File: config.mk
export PLATFORM = sky130hd
export DESIGN_NAME = ysyx_23060171_mc_core
export DESIGN_NICKNAME = d
export VERILOG_FILES = /design/src/rtl/ysyx_23060171_mc_core.sv
export SDC_FILE = /design/constraint.sdc
export NUM_CORES = 2
export LEC_CHECK = 0
export BUFFER_PORTS_ARGS = -buffer_cell sky130_fd_sc_hd__buf_4
export CAP_MARGIN = 10
export CORE_MARGIN = 2
export CORE_UTILIZATION = 50
export DETAILED_ROUTE_END_ITERATION = 16
export GPL_ROUTABILITY_DRIVEN = 0
export PLACE_DENSITY = 0.69
export SLEW_MARGIN = 30
export SYNTH_ARGS = -nofsm -noshare
export SYNTH_HDL_FRONTEND = slang
export SYNTH_SLANG_ARGS = --single-unit
File: constraint.sdc
create_clock -name clk -period 7.05 [get_ports clk]
set_input_delay 0.705 -clock clk [delete_from_list [all_inputs] [get_ports clk]]
set_output_delay 0.705 -clock clk [all_outputs]
set_load 0.02 [all_outputs]
File: src/rtl/ysyx_23060171_mc_core.sv
// Multi-cycle RV32 integer core: a FETCH/EXEC sequencer over a valid/ready instruction port.
// Optional commit trace ports are enabled by defining YSYX_23060171_COMMIT_TRACE_EN.
//
// state   | meaning
// FETCH   | request imem at pc, wait for ready (optional timeout)
// EXEC    | decode, write rd, update pc
// HALT    | ebreak seen, absorbing until reset
// TRAP    | illegal/misaligned/timeout, absorbing until reset
module ysyx_23060171_mc_core #(
  parameter logic [31:0] RESET_PC      = 32'h8000_0000,
  parameter int          NR_REGS       = 16,
  parameter int          FETCH_TIMEOUT = 0
) (
  input  logic        clk,
  input  logic        rst,
  output logic        imem_valid,
  output logic [31:0] imem_addr,
  input  logic        imem_ready,
  input  logic [31:0] imem_rdata,
  output logic [31:0] pc,
  output logic        halted,
  output logic [31:0] halt_code,
  output logic        trap
`ifdef YSYX_23060171_COMMIT_TRACE_EN
  ,
  output logic        commit_valid,
  output logic [31:0] commit_pc,
  output logic [31:0] commit_inst,
  output logic [4:0]  commit_rd,
  output logic [31:0] commit_wdata
`endif
);

  localparam int          AW     = $clog2(NR_REGS);
  localparam logic [5:0]  NR     = 6'(NR_REGS);
  localparam logic [31:0] TO     = 32'(FETCH_TIMEOUT);
  localparam logic [31:0] EBREAK = 32'h0010_0073;

  localparam logic [6:0] OP_LUI   = 7'b0110111;
  localparam logic [6:0] OP_AUIPC = 7'b0010111;
  localparam logic [6:0] OP_IMM   = 7'b0010011;
  localparam logic [6:0] OP_REG   = 7'b0110011;
  localparam logic [6:0] OP_JAL   = 7'b1101111;
  localparam logic [6:0] OP_JALR  = 7'b1100111;

  typedef enum logic [1:0] {S_FETCH, S_EXEC, S_HALT, S_TRAP} state_t;

  state_t      state, state_nxt;
  logic [31:0] pc_nxt;
  logic [31:0] inst;
  logic [31:0] to_cnt, cnt_nxt;
  logic [31:0] regs [NR_REGS];
  logic        rf_we, halt_we;

  logic [6:0]  opcode, f7;
  logic [4:0]  rd, rs1, rs2;
  logic [2:0]  f3;
  logic        rd_ok, rs1_ok, rs2_ok;
  logic [31:0] rs1_val, rs2_val, imm_i, imm_j, imm_u, jtgt;
  logic        exec_ok, exec_brk, exec_wen;
  logic [31:0] exec_wdata, exec_pc;

  assign imem_valid = (state == S_FETCH) && rst;
  assign imem_addr  = pc;
  assign halted     = (state == S_HALT);
  assign trap       = (state == S_TRAP);

  assign opcode = inst[6:0];
  assign rd     = inst[11:7];
  assign f3     = inst[14:12];
  assign rs1    = inst[19:15];
  assign rs2    = inst[24:20];
  assign f7     = inst[31:25];
  assign rd_ok  = {1'b0, rd}  < NR;
  assign rs1_ok = {1'b0, rs1} < NR;
  assign rs2_ok = {1'b0, rs2} < NR;
  assign imm_i  = {{20{inst[31]}}, inst[31:20]};
  assign imm_j  = {{11{inst[31]}}, inst[31], inst[19:12], inst[20], inst[30:21], 1'b0};
  assign imm_u  = {inst[31:12], 12'h000};

  always_comb begin
    rs1_val    = '0;
    rs2_val    = '0;
    jtgt       = '0;
    exec_ok    = 1'b0;
    exec_brk   = 1'b0;
    exec_wdata = '0;
    exec_pc    = pc + 32'd4;
    if (rs1 != 5'd0 && rs1_ok) rs1_val = regs[rs1[AW-1:0]];
    if (rs2 != 5'd0 && rs2_ok) rs2_val = regs[rs2[AW-1:0]];
    case (opcode)
      OP_LUI: begin
        exec_ok    = rd_ok;
        exec_wdata = imm_u;
      end
      OP_AUIPC: begin
        exec_ok    = rd_ok;
        exec_wdata = pc + imm_u;
      end
      OP_IMM: begin
        exec_ok    = rd_ok && rs1_ok && (f3 == 3'd0);
        exec_wdata = rs1_val + imm_i;
      end
      OP_REG: begin
        exec_ok    = rd_ok && rs1_ok && rs2_ok && (f3 == 3'd0) &&
                     (f7 == 7'h00 || f7 == 7'h20);
        exec_wdata = f7[5] ? rs1_val - rs2_val : rs1_val + rs2_val;
      end
      OP_JAL: begin
        jtgt       = pc + imm_j;
        exec_ok    = rd_ok && !jtgt[1];
        exec_wdata = pc + 32'd4;
        exec_pc    = jtgt;
      end
      OP_JALR: begin
        jtgt       = (rs1_val + imm_i) & ~32'd1;
        exec_ok    = rd_ok && rs1_ok && (f3 == 3'd0) && !jtgt[1];
        exec_wdata = pc + 32'd4;
        exec_pc    = jtgt;
      end
      default: exec_brk = (inst == EBREAK);
    endcase
    exec_wen = exec_ok && (rd != 5'd0);
  end

  always_comb begin
    state_nxt = state;
    pc_nxt    = pc;
    cnt_nxt   = to_cnt;
    rf_we     = 1'b0;
    halt_we   = 1'b0;
    case (state)
      S_FETCH: begin
        if (imem_ready) begin
          state_nxt = S_EXEC;
          cnt_nxt   = '0;
        end else begin
          cnt_nxt = to_cnt + 32'd1;
          if (FETCH_TIMEOUT != 0 && cnt_nxt == TO) state_nxt = S_TRAP;
        end
      end
      S_EXEC: begin
        if (exec_brk) begin
          state_nxt = S_HALT;
          halt_we   = 1'b1;
        end else if (exec_ok) begin
          state_nxt = S_FETCH;
          pc_nxt    = exec_pc;
          rf_we     = exec_wen;
        end else begin
          state_nxt = S_TRAP;
        end
      end
      default: ;
    endcase
  end

  always_ff @(posedge clk or negedge rst) begin
    if (!rst) begin
      state     <= S_FETCH;
      pc        <= RESET_PC;
      inst      <= '0;
      to_cnt    <= '0;
      halt_code <= '0;
      for (int i = 0; i < NR_REGS; i++) regs[i] <= '0;
    end else begin
      state  <= state_nxt;
      pc     <= pc_nxt;
      to_cnt <= cnt_nxt;
      if (state == S_FETCH && imem_ready) inst <= imem_rdata;
      if (rf_we) regs[rd[AW-1:0]] <= exec_wdata;
      if (halt_we) halt_code <= regs[AW'(10)];
    end
  end

`ifdef YSYX_23060171_COMMIT_TRACE_EN
  always_ff @(posedge clk or negedge rst) begin
    if (!rst) begin
      commit_valid <= 1'b0;
      commit_pc    <= '0;
      commit_inst  <= '0;
      commit_rd    <= '0;
      commit_wdata <= '0;
    end else begin
      commit_valid <= (state == S_EXEC) && (exec_ok || exec_brk);
      if (state == S_EXEC && (exec_ok || exec_brk)) begin
        commit_pc    <= pc;
        commit_inst  <= inst;
        commit_rd    <= exec_wen ? rd : 5'd0;
        commit_wdata <= exec_wen ? exec_wdata : 32'd0;
      end
    end
  end
`endif

endmodule

==> summary.md <==
| Metric | Value |
|---|---|
| Register area | 14,470 um^2 |
| Core Footprint | 73,210 um^2 |
| Via density | around 6.5 |
| Post-layout util | 0.5574 |
| Largest net degree at the start of global routing | 143 |
| Clock network power share | 0.403 |
| Worst-path clk slew | roughly 60 ps |
| H-tree Lvls | 2 |
| Req. time, crit path | 7530 ps |
| Die area | 76,450 um^2 |
| Status | finished, final reports clean |
| RSZ-0062 raised after global routing | false |
| Antenna Nets Post-Route | 0 |
| Setup ws final | around 470 ps |
| Dpl ws | 510.4 ps |
| Psw | 2.346 mW |
| Clk sink count | slightly below 600 |
| Area taken by multi-input logic gates | ~21,000 um^2 |
| Slew @ Worst Pin | between 800 and 900 ps |
| Largest cells by area after synthesis | dfrtp_1 39%, mux4_2 17%, a21oi_1 8.3% |
| Cells on worst reg2reg path | 20 |
| Net Sw Frac | 0.2930 |
| Comb pwr share | 0.168 |
| CP Launch Type | flop |
| Total Wirelength | around 120,000 um |
| Capturing element type of the critical path | flop |
| Initial Util | 0.5072 |
| Root Driver | clkbuf_16 |
| CP max FO | 30 |
| Warnings from Yosys | 0 |
| Post-Synth XOR/XNOR Area | 0.03326 |
| Syn-to-layout area delta | 9.901% |
| Internal reg-to-reg setup slack | roughly 470 ps |
| Antenna violations before repair | 3 |
| Placed cells | ~4,600 |
| Skew final | roughly 32 ps |
| Crit path kind | flop to flop |
| Cell internal pwr | 5.662 mW |
| # port buffers | 99 |
| R2r startpoint | inst[22] |
| Fill cell count | 6,222 |
| Seq/Total Area, Yosys | 0.3889 |
| Width of the die | 276.5 um |
| Post-synth top flop | dfrtp_1 |
| Final #Nets | about 3,800 |
| Via count | between 30,000 and 40,000 |
| Row cnt | 99 |
| Slew Limit Fails | 0 |
| WL/cell | 24.86 um |
| Period utilization | 0.9340 |
| Number of global-route vias before repair | 29,510 |
| First-pass iteration count of the detailed router | 7 |
| Maximum VDD drop | 0.0001933 V |
| Share of power burned in registers | 0.429 |
| Worst skew pair latency | 660 ps |
| Hold path depth | 2 |
| Avg Inst Size Synth | between 9 and 10 um^2 |
| PwrDens | ~200 nW/um^2 |
| Fin. Hold Viols | 0 |
| Final Critical Period | 6585 ps |
| First-pass GRT wire length | between 150,000 and 200,000 um |
| EDFF count, synth | 0 |
| WHS Endpoint | inst[10] |
| Synth top area share | 0.3882 |
| Achievable frequency | between 0.15 and 0.2 GHz |
| Chip Height | 276.5 um |
| Synth async-reset ratio | 1.000 |
| Largest area contributor in the netlist | dfrtp_1 |
| Setup_tns | 0 ps |
| N_diodes | 0 |
| Synth Register Bits | 577 |
| Final setup vio count | 0 |
| Ratio of cells with drive above 1 in the final layout | 0.1887 |
| Compound-Gate Fraction of Synth Area | 0.1641 |
| TritonCTS buffer count | 60 |
| Clock Path Buffers | 3 |
| P_leak | ~18 nW |
| GRT overflow | 0 |
| Dpl hpwl | slightly below 80,000 um |
| Yosys cell types | 85 |
| DRC viols | 0 |
| Mapped Cells | approximately 3,700 |
| Ports | 134 |
| Overall power | ~8 mW |
| Min-delay src | imem_rdata[10] |
| RR Endpoint | regs[31] |
| Min-Delay Path Class | input pin to flop |
| Crit path arrival time | between 7000 and 8000 ps |
| Synthesized cell area | ~37,000 um^2 |
| Post-synthesis adder-cell area fraction | 0.03822 |
| Largest family of logic cells by synthesized area | multiplexers |
| Max Cap Viol | 0 |
| CTS tree | built |
| Max-slew headroom | 0.4489 |
| Non-Filler Instances | about 4,700 |
| Post-synthesis simple-gate area fraction | 0.1250 |
| Tot GR Track Use | 0.3025 |
| Mux contribution to synthesized area | 0.2004 |
| 1st-iter DRT viols | approximately 4,000 |
[area by class of cell]
cell class	count	share of cell area
Inverter	34	0.003128
Clock inverter	23	0.006409
Tap cell	959	0.02941
Sequential cell	577	0.3545
Clock buffer	88	0.04235
Timing Repair Buffer	216	0.04566
Multi-Input combinational cell	2772	0.5185
[critical path, stage by stage, from the launching register on]
cell      delay, ps
dfrtp_4         670
buf_12          250
buf_4           470
mux4_2          380
a22oi_1         270
nand2_1         260
nor4_2          460
nand4b_1        280
nor3_1          490
a21oi_1         160
xnor2_1         150
ha_1            380
and4_1          210
a21o_1          180
a21oi_1         130
o21ai_0         100
a41o_1          250
o41a_1          330
xor2_1          170
a221oi_4        620
a31oi_1         180
[sequential cells by signal, indices dropped and copies added, names as in the netlist]
| signal | flops |
|---|---|
| regs | 512 |
| imem_addr | 31 |
| state | 2 |
| inst | 32 |
[layout by cell type (no fill, tap or decap), drive strengths merged, types with 32 or more instances in the layout]
cell / n
mux4: 286
nor2b: 45
a21o: 54
nor3: 46
nand2: 174
dfrtp: 576
clkbuf: 88
o21ai: 146
inv: 33
nor2: 587
ha: 107
mux2: 47
a31oi: 42
conb: 34
a21oi: 614
xnor2: 79
a211oi: 32
buf: 215
xor2: 62
nand3: 48
mux2i: 47
[layer usage]
layer	up-vias	wire length, um	global-route usage
li1	13450	-	-
met4	0	4791	0.1170
met5	-	0	0
met2	1722	51740	0.4565
met1	15020	47320	0.4310
met3	283	12240	0.06228
[power by group through the flow]
| stage | combinational, mW | clock (mW) | sequential (mW) |
|---|---|---|---|
| 6_report | 1.35 | 3.23 | 3.43 |
| 3_3_place_gp | 1.29 | 0 | 3.50 |
| 4_1_cts | 1.30 | 3.27 | 3.44 |
| 3_5_place_dp | 1.30 | 0 | 3.50 |
| 2_1_floorplan | 0.959 | 0 | 3.42 |
| 5_1_grt | 1.45 | 3.41 | 3.43 |
[synth_stat cells, types with 5 or more instances]
library cell and count:
a222oi_1 7, nand2b_1 30, nand4_1 16, nor3b_1 6, buf_1 25, nand2_1 174, and2_1 14, o22ai_1 23
o21ai_1 31, o21bai_1 9, mux2_2 47, a21oi_1 614, nand3_1 48, o31ai_1 11, nand3b_1 7, xnor2_1 79
nor2_1 587, a311oi_1 5, a22oi_1 17, buf_6 6, a221oi_1 14, a31oi_1 42, or2_2 5, o211ai_1 9
inv_1 32, buf_4 70, a21boi_0 5, dfrtp_1 576, o21ai_0 115, and3_1 23, ha_1 107, o22a_1 5
mux2i_1 47, xor2_1 62, buf_2 16, o21a_1 12, nor2b_1 45, mux4_2 286, a21o_1 54, or3_1 13
a211oi_1 31, nor4_1 16, nor3_1 45, clkbuf_1 256
[timing repair]
item | 4_1_cts | 5_1_grt
gates resized for setup | 0 | 2
hold endpoints to repair | 34 | 0
hold buffers | 1 | 0
endpoints found under the setup margin | 0 | 15
setup buffers | 0 | 3
[cell families (layout without fill, tap and decap cells)]
kind of cell	Yosys count	after routing
and+or+nand+nor	1052	1052
DFF	577	577
muxes	380	380
other	1	34
xor gates and xnor gates	141	141
adders and majority gates	111	111
AOI/OAI and AO/OA	1054	1054
buffers and inverters	407	361
[through the flow]
step / hold WS (ps) / cell area [um^2]
finish: 283.2 / 40800
global route: 280.4 / 40800
CTS: 262.6 / 40740
detailed placement: 384.5 / 38740
global placement: 377.2 / 38740
floorplan: 409.4 / 37260
[how the worst max path moves through the flow]
stage	startpoint	endpoint	slack, ps	cells after the start
after global placement	inst[22]	regs[31]	600	25
final	inst[22]	regs[31]	470	20
after CTS	inst[22]	regs[447]	450	24
after floorplan	inst[21]	regs[125]	30	33
after detailed placement	inst[20]	regs[447]	510	22
after global routing	inst[21]	regs[318]	50	24
(Power assumes the default switching activity.)
